`src/rtl/rcv_pkg.sv`:
```
// Shared types for the receive frame assembler.
// Optional checksum byte is enabled with RCV_FRAMER_CHK_EN.
package rcv_pkg;

    localparam logic [7:0] SOF_DEF = 8'hA5;
    localparam int         CHK_W   = 8;

    typedef enum logic [2:0] {
        ST_IDLE,
        ST_LEN,
        ST_DATA,
        ST_CHK,
        ST_DISCARD
    } state_e;

    typedef enum logic [1:0] {
        ERR_CHK   = 2'd0,
        ERR_LEN   = 2'd1,
        ERR_OVF   = 2'd2,
        ERR_ABORT = 2'd3
    } err_e;

endpackage

```
`src/rtl/rcv_frame_buf.sv`:
```
// Commit/rewind FIFO: writes land speculatively, reads see committed data only.
// Entries are {last, byte}; read port is show-ahead.
module rcv_frame_buf #(
    parameter int DEPTH = 16
) (
    input  logic                     clk,
    input  logic                     rst,
    input  logic                     wr_en_i,
    input  logic [8:0]               wr_data_i,
    input  logic                     commit_i,
    input  logic                     rewind_i,
    input  logic                     rd_en_i,
    output logic [8:0]               rd_data_o,
    output logic                     rd_vld_o,
    output logic [$clog2(DEPTH):0]   free_o
);

    localparam int          AW  = $clog2(DEPTH);
    localparam logic [AW:0] ONE = (AW+1)'(1);
    localparam logic [AW:0] CAP = (AW+1)'(DEPTH);

    logic [8:0]  mem_q [DEPTH];
    logic [AW:0] wr_q;
    logic [AW:0] cwr_q;
    logic [AW:0] rd_q;
    logic [AW:0] wr_d;

    // A commit in the same cycle as a write includes that write
    assign wr_d      = wr_en_i ? wr_q + ONE : wr_q;
    assign rd_vld_o  = (rd_q != cwr_q);
    assign rd_data_o = rd_vld_o ? mem_q[rd_q[AW-1:0]] : 9'h000;
    assign free_o    = CAP - (wr_q - rd_q);

    // Storage array, written at the speculative pointer
    always_ff @(posedge clk) begin
        if (wr_en_i) begin
            mem_q[wr_q[AW-1:0]] <= wr_data_i;
        end
    end

    // Speculative, committed and read pointers
    always_ff @(posedge clk) begin
        if (rst) begin
            wr_q  <= '0;
            cwr_q <= '0;
            rd_q  <= '0;
        end else begin
            wr_q <= rewind_i ? cwr_q : wr_d;
            if (commit_i) begin
                cwr_q <= wr_d;
            end
            if (rd_en_i && rd_vld_o) begin
                rd_q <= rd_q + ONE;
            end
        end
    end

endmodule

```
`src/rtl/rcv_framer.sv`:
```
// Frame assembler: SOF, LEN, payload[, CHK]; releases only validated frames.
// RCV_FRAMER_CHK_EN adds the trailing checksum byte and the CHK state.
module rcv_framer
    import rcv_pkg::*;
#(
    parameter int         DEPTH   = 16,
    parameter int         MAX_LEN = 16,
    parameter logic [7:0] SOF     = SOF_DEF,
    parameter int         TIMEOUT = 255
) (
    input  logic       clk,
    input  logic       rst,
    input  logic [7:0] rcv_byte,
    input  logic       rcv_byte_vld,
    input  logic       rcv_err,
    output logic [7:0] frm_data,
    output logic       frm_vld,
    input  logic       frm_rdy,
    output logic       frm_last,
    output logic       frm_good,
    output logic       frm_bad,
    output logic [1:0] frm_err_code,
    output logic       frm_busy
);

    localparam int          TW     = $clog2(TIMEOUT + 1);
    localparam logic [TW-1:0] TO_MAX = TW'(TIMEOUT);
    localparam logic [8:0]  MAXL   = 9'(MAX_LEN);
`ifdef RCV_FRAMER_CHK_EN
    localparam logic [8:0]  DISC_X = 9'd1;
`else
    localparam logic [8:0]  DISC_X = 9'd0;
`endif

    state_e             state_q, state_d;
    logic [8:0]         cnt_q, cnt_d;
    logic [CHK_W-1:0]   sum_q, sum_d;
    logic [TW-1:0]      to_q, to_d;
    logic               good_q, good_d;
    logic               bad_q, bad_d;
    err_e               code_q, code_d;

    logic               wr_en;
    logic               wr_last;
    logic               commit;
    logic               rewind;
    logic               byte_ok;
    logic [CHK_W-1:0]   chk_sum;
    logic [8:0]         rd_word;
    logic [$clog2(DEPTH):0] buf_free;

    assign byte_ok = rcv_byte_vld && !rcv_err;
    assign chk_sum = sum_q + rcv_byte;

    rcv_frame_buf #(
        .DEPTH (DEPTH)
    ) u_buf (
        .clk       (clk),
        .rst       (rst),
        .wr_en_i   (wr_en),
        .wr_data_i ({wr_last, rcv_byte}),
        .commit_i  (commit),
        .rewind_i  (rewind),
        .rd_en_i   (frm_rdy),
        .rd_data_o (rd_word),
        .rd_vld_o  (frm_vld),
        .free_o    (buf_free)
    );

    assign frm_data     = rd_word[7:0];
    assign frm_last     = rd_word[8];
    assign frm_good     = good_q;
    assign frm_bad      = bad_q;
    assign frm_err_code = code_q;
    assign frm_busy     = (state_q != ST_IDLE);

    // Next-state and same-edge buffer controls; abort overrides everything
    always_comb begin
        state_d = state_q;
        cnt_d   = cnt_q;
        sum_d   = sum_q;
        to_d    = '0;
        good_d  = 1'b0;
        bad_d   = 1'b0;
        code_d  = ERR_CHK;
        wr_en   = 1'b0;
        wr_last = 1'b0;
        commit  = 1'b0;
        rewind  = 1'b0;
        unique case (state_q)
            ST_IDLE: begin
                if (byte_ok && rcv_byte == SOF) begin
                    state_d = ST_LEN;
                end
            end
            ST_LEN: begin
                if (byte_ok) begin
                    sum_d = rcv_byte;
                    cnt_d = {1'b0, rcv_byte};
                    if (rcv_byte == 8'd0 || {1'b0, rcv_byte} > MAXL) begin
                        state_d = ST_IDLE;
                        bad_d   = 1'b1;
                        code_d  = ERR_LEN;
                    end else if ({1'b0, rcv_byte} > 9'(buf_free)) begin
                        state_d = ST_DISCARD;
                        cnt_d   = {1'b0, rcv_byte} + DISC_X;
                    end else begin
                        state_d = ST_DATA;
                    end
                end
            end
            ST_DATA: begin
                if (byte_ok) begin
                    wr_en = 1'b1;
                    sum_d = chk_sum;
                    cnt_d = cnt_q - 9'd1;
                    if (cnt_q == 9'd1) begin
                        wr_last = 1'b1;
`ifdef RCV_FRAMER_CHK_EN
                        state_d = ST_CHK;
`else
                        state_d = ST_IDLE;
                        commit  = 1'b1;
                        good_d  = 1'b1;
`endif
                    end
                end
            end
`ifdef RCV_FRAMER_CHK_EN
            ST_CHK: begin
                if (byte_ok) begin
                    state_d = ST_IDLE;
                    if (chk_sum == '0) begin
                        commit = 1'b1;
                        good_d = 1'b1;
                    end else begin
                        rewind = 1'b1;
                        bad_d  = 1'b1;
                        code_d = ERR_CHK;
                    end
                end
            end
`endif
            ST_DISCARD: begin
                if (byte_ok) begin
                    cnt_d = cnt_q - 9'd1;
                    if (cnt_q == 9'd1) begin
                        state_d = ST_IDLE;
                        bad_d   = 1'b1;
                        code_d  = ERR_OVF;
                    end
                end
            end
            default: state_d = ST_IDLE;
        endcase
        if (state_q != ST_IDLE) begin
            if (!rcv_byte_vld) begin
                to_d = to_q + TW'(1);
            end
            if (rcv_err || (!rcv_byte_vld && to_d == TO_MAX)) begin
                state_d = ST_IDLE;
                wr_en   = 1'b0;
                commit  = 1'b0;
                rewind  = 1'b1;
                good_d  = 1'b0;
                bad_d   = 1'b1;
                code_d  = ERR_ABORT;
                to_d    = '0;
            end
        end
    end

    // FSM state, counters and registered status pulses
    always_ff @(posedge clk) begin
        if (rst) begin
            state_q <= ST_IDLE;
            cnt_q   <= '0;
            sum_q   <= '0;
            to_q    <= '0;
            good_q  <= 1'b0;
            bad_q   <= 1'b0;
            code_q  <= ERR_CHK;
        end else begin
            state_q <= state_d;
            cnt_q   <= cnt_d;
            sum_q   <= sum_d;
            to_q    <= to_d;
            good_q  <= good_d;
            bad_q   <= bad_d;
            code_q  <= code_d;
        end
    end

endmodule

```
`config.mk`:
```
export PLATFORM = sky130hd
export DESIGN_NAME = rcv_framer
export DESIGN_NICKNAME = d
export VERILOG_FILES = /design/src/rtl/rcv_pkg.sv /design/src/rtl/rcv_frame_buf.sv /design/src/rtl/rcv_framer.sv
export SDC_FILE = /design/constraint.sdc
export NUM_CORES = 1
export LEC_CHECK = 0
export ABC_AREA = 1
export CORE_MARGIN = 8
export CORE_UTILIZATION = 50
export CTS_CLUSTER_SIZE = 12
export DETAILED_ROUTE_END_ITERATION = 8
export PLACE_DENSITY = 0.79
export SLEW_MARGIN = 20
export SYNTH_ARGS = -nofsm -noshare
export SYNTH_HDL_FRONTEND = slang
export SYNTH_HIERARCHICAL = 1
export SYNTH_SLANG_ARGS = --single-unit
```
`constraint.sdc`:
```
create_clock -name clk -period 2.35 [get_ports clk]
set_input_delay 0.47 -clock clk [delete_from_list [all_inputs] [get_ports clk]]
set_output_delay 0.47 -clock clk [all_outputs]
set_load 0.03 [all_outputs]
```
==> flow_summary.toml <==
[run_status]
status = "finished with violations"
violations = "setup timing"

[worst_setup_path]
ff2ff_setup_slack_ns = -0.11
cp.required_ns = 2.67
cp_max_fo = 3
cp.arrival_ns = 2.78
cp-end-kind = "register"
worst-setup-path-type = "reg -> reg"
start_kind = "register"

[sta]
max_slew_margin_pct = 68.2
tns_ns = -0.406
layout_min_cycle_time_ns = 2.46
final-setup-viol-count = 11
fin_ws_ns = -0.113
finalClockSkew_ns = 0.0139
period_share_pct = 105
timing.hold.ws_ns = 0.474
max_freq_ghz = 0.406
final_hold_viol_count = 0
rsz0062_at_grt = "yes"
drv_slew = 0
worstMarginPinSlew_ns = 0.476

[final_layout]
drive_above_1_share_pct = 32.3
areaGrowthSynthToFinish_pct = 31.9
fin_cells = 1224
final_cell_mix = "nand2_1 (192), edfxtp_1 (144), nand3_2 (77)"
fin_nets = 1026
n_antenna_cell = 0
final_common_cell = "nand2_1"

[clock_tree]
htreeDepth = 4
tritoncts = "yes"
clock-root-buffer = "clkbuf_16"
cts_num_sinks = 187
cts_buffer_depth = 2
cts_made_buffers = 17
clkLatencyLatePin_ns = 0.44
clk_pin_slew_ns = 0.07

[synthesis]
synth_area_um2 = 8490
synth_seq_cells = 187
synth_cell_types = 34
syn_area_per_cell_um2 = 9.53
yosys_warnings = 6
synth_area_leaders = "edfxtp_1 (51%), nand2_1 (12%), dfxtp_1 (10%), nand3_1 (7.7%), inv_1 (3.4%)"
synth_cells = 891
netlist.top_cell.by_area = "edfxtp_1"
synth_seq_area_share_pct = 61.1
yosysTopAreaCellShare_pct = 50.9
syn_nets = 925

[routing]
vias = 6951
final_antenna_net_count = 0
first_pass_iters = 6
drtIter0Drc = 653
routed_wl_mm = 23.6
via_per_inst = 5.68
drc = 0
wl_per_cell_um = 19.2

[floorplanning]
pin_count = 28
initial_core_util_pct = 51.2
die_w_um = 146
fp-row-count = 47
core_area_um2 = 16600
fp.dieArea_um2 = 21400
chipHeight_um = 146

[grt]
grt_pass1_wl_mm = 32.5
antenna_found_initial = 0
gr-total-overflow = 0
grt_max_degree = 37
grt_pass1_vias = 6242
grt_use_total_pct = 19.4

[job]
max_cap_violations = 0

[worst_hold_path]
hold_class = "reg -> reg"

[power_and_ir_drop]
irDropWorstVdd_v = 0.000481
p_leak_uw = 0.00438
power_density_nw_per_um2 = 664
power_uw = 7430

[placed_design]
port_buffers = 27
placedCellCount = 1173
gp_congestion = 0.878
hpwl_mm = 12.9
[path summary, 6_finish.rpt]
kind                      start         end  cells past startpoint
setup / recovery  u_buf/rd_q[3]  state_q[2]                     15
hold / removal         cnt_q[8]    cnt_q[8]                      2
setup reg to reg  u_buf/rd_q[3]  state_q[2]                     15
hold reg to reg        cnt_q[8]    cnt_q[8]                      2
[metrics by stage]
stage	utilization [%]	setup WS, ns	cell area (um^2)
2_1_floorplan	-	0.00213	8510
3_3_place_gp	56.5	-0.0237	9370
3_5_place_dp	56.5	-0.125	9370
4_1_cts	61.6	-0.0259	10200
5_1_grt	67.5	-0.225	11200
6_report	67.5	-0.113	11200
[cell type report]
class                   count  area, um^2
fillers                  1143        5390
flip-flops and latches    187        5190
multi-input cells         587        3570
repair buffers            111        1180
clock buffers              18         429
inverters                  84         353
well taps                 220         275
clock inverters            13         130
repair inverters            4        60.1
[kinds of logic (layout without fill, tap and decap cells)]
family,count (synthesis),count (layout),share of synthesized area [%]
AO/OA/AOI/OAI,66,66,4.11
XOR/XNOR,12,12,1.24
adder cells (fa/ha/maj),21,21,3.18
buffers and inverters,117,230,6.09
flip-flops,187,187,61.1
AND/OR/NAND/NOR,488,488,24.3
[synth_stat cells]
cell type  number
inv_4           1
o211ai_1        1
a211oi_1        2
nor2_2          3
o31ai_1         1
nand4_1         6
o21ai_1         2
buf_6           2
o21ai_0        21
ha_1           20
buf_4          12
nor2_1         75
dfxtp_1        43
nand2_2         2
inv_1          76
buf_2          12
nand3_2         3
a21oi_2         1
xnor2_1         3
fa_1            1
buf_1           1
nor3_1          6
nand2_1       261
nand3_1       130
clkinv_1        3
clkbuf_1        6
nor3_2          1
edfxtp_1      144
inv_2           4
xor2_1          9
nand2_4         1
o21bai_1        1
a31oi_1         2
a21oi_1        35
[report_power, final]
| part | internal [uW] | switching, uW |
|---|---|---|
| Sequential | 3550 | 12.0 |
| Clock | 1480 | 1300 |
| Combinational | 433 | 654 |
[critical path: stages (launching register included)]
cell and delay (ns):
dfxtp_1 0.40, ha_4 0.23, ha_4 0.23, nand2_2 0.07, nor2_2 0.04, a211oi_2 0.26, xor2_1 0.19, inv_1 0.10
ha_4 0.28, nand2_2 0.05, inv_2 0.05, nand4_1 0.13, nand3_1 0.12, o21ai_1 0.08, nand2_1 0.09, nor2_1 0.04
[state kept, by name, summed over array words and instances (netlist names), named ones only]
name and flops:
u_buf/mem_q 144, cnt_q 9, to_q 8, u_buf/cwr_q 5
u_buf/rd_q 5, u_buf/wr_q 5, state_q 3, frm_err_code 2
frm_bad 1, frm_good 1
[routing by layer]
layer  global-route usage (%)  up-vias  routed length (um)
met5                        0        -                   0
met1                     24.5     3293                8950
met2                     32.2      405               11500
met3                     4.67       74                2210
li1                         -     3179                   -
met4                     5.82        0                 864
[timing repair]
action | 4_1_cts | 5_1_grt
setup endpoints to repair | 12 | 11
gates cloned | 3 | 8
hold buffers | 0 | 0
pin swaps | 13 | 72
buffers inserted | 6 | 3
gates resized for setup | 52 | 198
No activity file was read; power rests on OpenSTA's default activity.
